### src/rtl/apb_mem_pkg.sv
`default_nettype none
// ============================================================================
//  Module      : apb_mem_pkg
//  Description : Shared types and default widths for the APB-to-memory slave.
//                Holds the FSM state encoding and the default address, data
//                and wait-count widths.
//  Revision    : 1.0  initial release
// ============================================================================
package apb_mem_pkg;

    localparam int ADDR_W_DEF = 8;
    localparam int DATA_W_DEF = 32;
    localparam int WAIT_W_DEF = 4;

    // The encodings are visible on the debug state port, so they are fixed.
    typedef enum logic [2:0] {
        IDLE   = 3'd0,
        SETUP  = 3'd1,
        WAIT   = 3'd2,
        ACCESS = 3'd3
    } apb_state_t;

endpackage
`default_nettype wire

### src/rtl/apb_wait_ctr.sv
`default_nettype none
// ============================================================================
//  Module      : apb_wait_ctr
//  Description : Loadable down-counter that paces the WAIT state.
//  Ports       : clk, rst_n     clock, asynchronous active-low reset
//                load, load_val load the count (takes priority over dec)
//                dec            decrement by one, saturating at zero
//                is_zero        count == 0
//                is_one         count == 1
//  Revision    : 1.0  initial release
// ============================================================================
module apb_wait_ctr #(
    parameter int WAIT_W = 4
) (
    input  logic              clk,
    input  logic              rst_n,
    input  logic              load,
    input  logic [WAIT_W-1:0] load_val,
    input  logic              dec,
    output logic              is_zero,
    output logic              is_one
);

    logic [WAIT_W-1:0] count_q;
    logic [WAIT_W-1:0] count_d;

    always_comb begin
        count_d = count_q;
        if (load) begin
            count_d = load_val;
        end else if (dec && (count_q != '0)) begin
            count_d = count_q - WAIT_W'(1);
        end
    end

    always_ff @(posedge clk or negedge rst_n) begin
        if (!rst_n) begin
            count_q <= '0;
        end else begin
            count_q <= count_d;
        end
    end

    assign is_zero = (count_q == '0);
    assign is_one  = (count_q == WAIT_W'(1));

endmodule
`default_nettype wire

### src/rtl/apb_mem_slave.sv
`default_nettype none
// ============================================================================
//  Module      : apb_mem_slave
//  Description : APB slave bridging one APB segment to a single-port memory
//                bus. Inserts a programmable number of wait states and issues
//                exactly one memory strobe per completed transfer.
//  Ports       : clk, rst_n             clock, asynchronous active-low reset
//                sel/enable/write/addr/wdata   APB request
//                wait_cycles             wait states, sampled at setup
//                id                      instance ID, latched at setup
//                ready/rdata             APB response (registered)
//                state                   FSM state for debug
//                mem_*                   memory-side address, data, strobes
//                slverr                  APB error (APB_SLVERR_EN only)
//  Config      : APB_SLVERR_EN  adds slverr; flags enable seen in IDLE and
//                addresses in the upper half of the map; no strobe on error.
//  Revision    : 1.0  initial release
// ============================================================================
module apb_mem_slave
    import apb_mem_pkg::*;
#(
    parameter int ADDR_W = ADDR_W_DEF,
    parameter int DATA_W = DATA_W_DEF,
    parameter int WAIT_W = WAIT_W_DEF
) (
    input  logic              clk,
    input  logic              rst_n,
    input  logic              sel,
    input  logic              enable,
    input  logic              write,
    input  logic [ADDR_W-1:0] addr,
    input  logic [DATA_W-1:0] wdata,
    input  logic [WAIT_W-1:0] wait_cycles,
    input  logic [1:0]        id,
    output logic              ready,
    output logic [DATA_W-1:0] rdata,
    output logic [2:0]        state,
`ifdef APB_SLVERR_EN
    output logic              slverr,
`endif
    output logic [ADDR_W-1:0] mem_addr,
    output logic [DATA_W-1:0] mem_wdata,
    input  logic [DATA_W-1:0] mem_rdata,
    output logic              mem_wren,
    output logic              mem_rden,
    output logic [1:0]        mem_id
);

    apb_state_t        state_q, state_d;
    logic              write_q, write_d;
    logic [ADDR_W-1:0] addr_q, addr_d;
    logic [DATA_W-1:0] wdata_q, wdata_d;
    logic [1:0]        id_q, id_d;
    logic              ready_q, ready_d;
    logic              wren_q, wren_d;
    logic              rden_q, rden_d;
    logic [DATA_W-1:0] rdata_q, rdata_d;

    logic latch;
    logic go_access;
    logic err;
    logic wait_zero;
    logic wait_one;

    apb_wait_ctr #(
        .WAIT_W   (WAIT_W)
    ) u_wait_ctr (
        .clk      (clk),
        .rst_n    (rst_n),
        .load     (latch),
        .load_val (wait_cycles),
        .dec      (state_q == WAIT),
        .is_zero  (wait_zero),
        .is_one   (wait_one)
    );

    // Next state. 'latch' marks the setup phase being accepted.
    always_comb begin
        state_d = state_q;
        latch   = 1'b0;
        case (state_q)
            IDLE: begin
                if (sel && !enable) begin
                    state_d = SETUP;
                    latch   = 1'b1;
                end
            end
            SETUP: begin
                if (!sel) begin
                    state_d = IDLE;
                end else if (enable) begin
                    state_d = wait_zero ? ACCESS : WAIT;
                end
            end
            WAIT: begin
                // Leaving on count==1 gives exactly N clocks in WAIT.
                if (!sel) begin
                    state_d = IDLE;
                end else if (wait_one) begin
                    state_d = ACCESS;
                end
            end
            ACCESS: begin
                if (sel && !enable) begin
                    state_d = SETUP;
                    latch   = 1'b1;
                end else begin
                    state_d = IDLE;
                end
            end
            default: state_d = IDLE;
        endcase
    end

`ifdef APB_SLVERR_EN
    logic proto_err_q, proto_err_d;
    logic slverr_q, slverr_d;

    // Sticky flag: enable seen with no setup is reported on the next
    // transfer, then cleared once that transfer completes.
    always_comb begin
        proto_err_d = proto_err_q;
        if (state_q == ACCESS) begin
            proto_err_d = 1'b0;
        end
        if ((state_q == IDLE) && enable) begin
            proto_err_d = 1'b1;
        end
    end

    // addr >= 2**(ADDR_W-1) is exactly the address MSB being set.
    assign err      = proto_err_q | addr_q[ADDR_W-1];
    assign slverr_d = go_access && err;
    assign slverr   = slverr_q;

    always_ff @(posedge clk or negedge rst_n) begin
        if (!rst_n) begin
            proto_err_q <= 1'b0;
            slverr_q    <= 1'b0;
        end else begin
            proto_err_q <= proto_err_d;
            slverr_q    <= slverr_d;
        end
    end
`else
    assign err = 1'b0;
`endif

    // Response flops load on entry to ACCESS so they are valid exactly
    // during the single ACCESS clock.
    always_comb begin
        go_access = (state_d == ACCESS);
        write_d   = latch ? write : write_q;
        addr_d    = latch ? addr  : addr_q;
        wdata_d   = latch ? wdata : wdata_q;
        id_d      = latch ? id    : id_q;
        ready_d   = go_access;
        wren_d    = go_access && !err &&  write_q;
        rden_d    = go_access && !err && !write_q;
        rdata_d   = rden_d ? mem_rdata : rdata_q;
    end

    always_ff @(posedge clk or negedge rst_n) begin
        if (!rst_n) begin
            state_q <= IDLE;
            write_q <= 1'b0;
            addr_q  <= '0;
            wdata_q <= '0;
            id_q    <= '0;
            ready_q <= 1'b0;
            wren_q  <= 1'b0;
            rden_q  <= 1'b0;
            rdata_q <= '0;
        end else begin
            state_q <= state_d;
            write_q <= write_d;
            addr_q  <= addr_d;
            wdata_q <= wdata_d;
            id_q    <= id_d;
            ready_q <= ready_d;
            wren_q  <= wren_d;
            rden_q  <= rden_d;
            rdata_q <= rdata_d;
        end
    end

    assign state     = state_q;
    assign ready     = ready_q;
    assign rdata     = rdata_q;
    assign mem_addr  = addr_q;
    assign mem_wdata = wdata_q;
    assign mem_wren  = wren_q;
    assign mem_rden  = rden_q;
    assign mem_id    = id_q;

endmodule
`default_nettype wire

### config.mk
export PLATFORM = sky130hd
export DESIGN_NAME = apb_mem_slave
export DESIGN_NICKNAME = d
export VERILOG_FILES = /design/src/rtl/apb_mem_pkg.sv /design/src/rtl/apb_wait_ctr.sv /design/src/rtl/apb_mem_slave.sv
export SDC_FILE = /design/constraint.sdc
export NUM_CORES = 1
export LEC_CHECK = 0
export ABC_AREA = 1
export CORE_MARGIN = 2
export CORE_UTILIZATION = 40
export DETAILED_ROUTE_END_ITERATION = 8
export GPL_TIMING_DRIVEN = 0
export PLACE_DENSITY = 0.85
export SYNTH_ARGS = -nofsm -noshare
export SYNTH_HDL_FRONTEND = slang
export SYNTH_SLANG_ARGS = --single-unit
### constraint.sdc
create_clock -name clk -period 2 [get_ports clk]
set_input_delay 0.3 -clock clk [delete_from_list [all_inputs] [get_ports clk]]
set_output_delay 0.3 -clock clk [all_outputs]
set_load 0.005 [all_outputs]
==> flow_summary_export.csv <==
group,metric,value,unit
outcome,status,"finished clean",
synthesis,synth_top_family_by_area,"simple AND/OR/NAND/NOR gates",
timing,max_freq,602.6,MHz
drt,drtIter0Drc,104,
pwr,power_switching,1.276,mW
synthesis,synthAdderAreaFrac,0.01080,
cts,cts.repair.resized,0,
finish,fin_nets,651,
timing,tightest_slew,0.5686,ns
place,place.gp.congestion,0.8136,
synthesis,synthSimpleGateAreaFrac,0.3103,
critical_path,cpPeakStageDelay,0.40,ns
floorplan,die-area,0.009451,sq mm
pwr,peakVddDrop,441.5,uV
synthesis,synthCells,390,
synthesis,avgSynthCellArea,8.912,sq um
critical_path,cp_slowest_cell,"dfrtp_1",
cts,clock_latency,0.35,ns
critical_path,crit_path_frequent_cell,"nand2_1",
pwr,share_comb_of_total_power,0.264,
critical_path,ff2ff_setup_slack,0.34,ns
finish,stdcell_area,0.005494,sq mm
drt,drc,0,
timing,maxSlewViolCount,0,
min_path,hold_path_class,"primary input to async pin",
drt,routed_wl,9457,um
synthesis,yosys.area.top_type_share,0.6120,
synthesis,yosys.area_share.xor_xnor,0.005040,
cts,cts_sinks,85,
floorplan,initial_core_util,0.4065,
drt,vias,3264,
synthesis,synth_cell_type_count,23,
synthesis,yosysTopAreaCell,"dfrtp_1",
cts,cts_tree,"done",
floorplan,core_area,0.008551,sq mm
timing,skew,0.01142,ns
drt,antenna_left,0,
critical_path,crit_arrival,1.94,ns
floorplan,die_h,97.22,um
floorplan,die_w,97.22,um
place,place.port_buffers,162,
global_routing,overflow,0,
place,place_ws,0.06861,ns
finish,syn2layout_area_growth,58.06,%
cts,cts_made_buffers,9,
floorplan,row_count,34,
pwr,power.density,883.2,mW/mm^2
pwr,clkPwrFrac,0.282,
floorplan,io_pins,163,
critical_path,crit_path_max_fanout,10,
critical_path,required,2.28,ns
synthesis,seq_area_frac_synth,0.6120,
timing,finalWorstSetupSlack,0.3406,ns
global_routing,grt_pass1_vias,3365,
place,post_dp_cell_area,0.005250,sq mm
cts,cts_buffer_depth,2,
timing,final_hold_viol_count,0,
pwr,seqPwrFrac,0.454,
finish,n_antenna_cell,0,
critical_path,crit_type,"flip-flop to flip-flop",
synthesis,synth_area_leaders,"dfrtp_1 (61%), nand2_1 (22%), nand4_1 (5.8%)",
drt,first_pass_iters,4,
global_routing,antenna_found_initial,0,
drt,post_drt_wl_per_cell,13.95,um
timing,maxSlewHeadroom,0.6209,
global_routing,grt_first_pass_wirelength,15530,um
synthesis,muxShareOfSynthArea,0,
pwr,switching_share,0.2629,
synthesis,synth.ff_latch_count,85,
timing,finalCritPeriodShare,0.8297,
place,hpwlAfterDp,7091,um
finish,drive_above_1_share,0.06316,
cts,ctsHtreeMaxLevel,3,
critical_path,crit_chain,"inv_1, ha_1, nand3_1, nand2_1, nand2_1, nand2_2, buf_2, nand4_1, nand2_1",
timing,setup-tns-final,0,ns
synthesis,ys_warn_count,0,
critical_path,critPathCaptureType,"flip-flop",
synthesis,synth_nets,476,
timing,rsz0062_at_grt,"false",
cts,cts_root_buf,"clkbuf_8",
cts,clk_pin_slew,0.09,ns
synthesis,syn-cell-area,0.003476,sq mm
job,drv_cap,0,
synthesis,synth_compound_area_frac,0.01296,
timing,min_period,1.659,ns
drt,vias_per_cell,4.814,
critical_path,critPathLaunchType,"flip-flop",
global_routing,track_usage,0.2026,
global_routing,grt_max_degree,45,
timing,setup_viol,0,
critical_path,crit-reg2reg-launch,"u_wait_ctr.count_q[0]$_DFFE_PN0P_",
critical_path,reg2reg_depth,9,
pwr,p_leak,2.708,nW
pwr,p_int,3.576,mW
critical_path,regToRegEndpoint,"rdata[8]$_DFFE_PN0P_",
## state kept, by name, summed over array words and instances, names as in the netlist
| name | cells |
|---|---|
| mem_id | 2 |
| write_q | 1 |
| mem_addr | 8 |
| state | 3 |
| ready | 1 |
| mem_wdata | 32 |
| mem_wren | 1 |
| u_wait_ctr.count_q | 4 |
| rdata | 32 |
| mem_rden | 1 |
## cells by family after synthesis
| logic type | Yosys count |
|---|---|
| adder cells (fa/ha/maj) | 3 |
| other | 1 |
| AND/OR/NAND/NOR | 259 |
| XOR/XNOR | 2 |
| flip-flops | 85 |
| AO/OA/AOI/OAI | 7 |
| buffers and inverters | 33 |
## through the flow
stage          utilization  hold WS, ns  power [mW]  instances
5_1_grt             0.6425       0.4711       5.131        678
4_1_cts             0.6425       0.4623       4.909        678
3_5_place_dp        0.6140       0.3334       3.522        661
6_report            0.6425       0.4771       4.852        678
2_1_floorplan            -     0.004409       2.616        390
3_3_place_gp        0.6119       0.4530       3.466        660
## cell usage after synthesis
master,instances
clkinv_1,1
ha_1,3
a21oi_1,1
inv_1,9
and3_1,1
clkbuf_1,7
buf_6,4
nand2_1,208
buf_2,10
conb_1,1
xnor2_1,2
nand2_2,1
o22ai_1,2
dfrtp_1,85
nand3_4,1
inv_2,2
o21ai_0,1
or2_1,1
nand3_1,4
nor2_1,11
o211ai_1,2
a21boi_0,1
nand4_1,32
## layout by cell type, fill, tap and decap left out
cell type	synthesis	routed
conb_1	1	1
or2_1	1	1
a21boi_0	1	1
xnor2_1	2	2
buf_6	4	4
inv_2	2	2
buf_2	10	10
o211ai_1	2	2
clkbuf_8	0	11
a21oi_1	1	1
ha_1	3	3
dlygate4sd3_1	0	1
bufinv_16	0	2
nand3_1	4	4
inv_1	9	9
clkinv_1	1	1
clkdlybuf4s50_1	0	161
clkbuf_1	7	7
clkinvlp_4	0	3
buf_12	0	1
nor2_1	11	11
buf_4	0	1
nand2_1	208	208
nand4_1	32	32
and3_1	1	1
o21ai_0	1	1
o22ai_1	2	2
dfrtp_1	85	85
nand3_4	1	1
nand2_2	1	1
## power groups by stage
stage | Sequential [mW] | Combinational (mW) | Clock (mW)
final | 2.20 | 1.28 | 1.37
after floorplan | 2.24 | 0.375 | 0
after global placement | 2.21 | 1.25 | 0
after CTS | 2.20 | 1.30 | 1.41
after global routing | 2.24 | 1.41 | 1.48
after detailed placement | 2.23 | 1.29 | 0
## how the worst max path moves through the flow
stage	startpoint	endpoint	slack (ns)	cells past startpoint
finish	u_wait_ctr.count_q[0]$_DFFE_PN0P_	rdata[8]$_DFFE_PN0P_	0.34	9
global route	u_wait_ctr.count_q[1]$_DFFE_PN0P_	rdata[11]$_DFFE_PN0P_	0.15	10
CTS	u_wait_ctr.count_q[0]$_DFFE_PN0P_	rdata[14]$_DFFE_PN0P_	0.34	10
detailed placement	enable	mem_addr[6]$_DFFE_PN0P_	0.07	6
global placement	rst_n	mem_wdata[4]$_DFFE_PN0P_	-2.36	1
floorplan	u_wait_ctr.count_q[0]$_DFFE_PN0P_	rdata[2]$_DFFE_PN0P_	0.59	10
## worst max-delay path: cells and delay by family, from the launching register on
family | cells | cell delay (ns)
adder cells (fa/ha/maj) | 1 | 0.20
buffers and inverters | 2 | 0.38
AND/OR/NAND/NOR | 6 | 0.61
flip-flops | 1 | 0.40
## per-layer routing
| layer | GRT usage | share of wire |
|---|---|---|
| met5 | 0 | 0 |
| met4 | 0.07265 | 0.019 |
| met3 | 0.07338 | 0.097 |
| met2 | 0.3403 | 0.48 |
| met1 | 0.2408 | 0.40 |
## timing repair
action	4_1_cts	5_1_grt
buffers inserted	0	0
endpoints found under the setup margin	0	0
endpoints found under the hold margin	43	0
hold buffers	1	0
## layout make-up
| type | instances | area [sq um] |
|---|---|---|
| fillers | 686 | 3057 |
| flip-flops and latches | 85 | 2127 |
| repair buffers | 164 | 1649 |
| multi-input cells | 272 | 1182 |
| clock buffers | 11 | 151.4 |
| well taps | 108 | 135.1 |
| plain buffers | 21 | 121.4 |
| clock inverters | 5 | 82.58 |
| inverters | 12 | 45.04 |
Note: power is estimated with default switching activity, not from simulation.
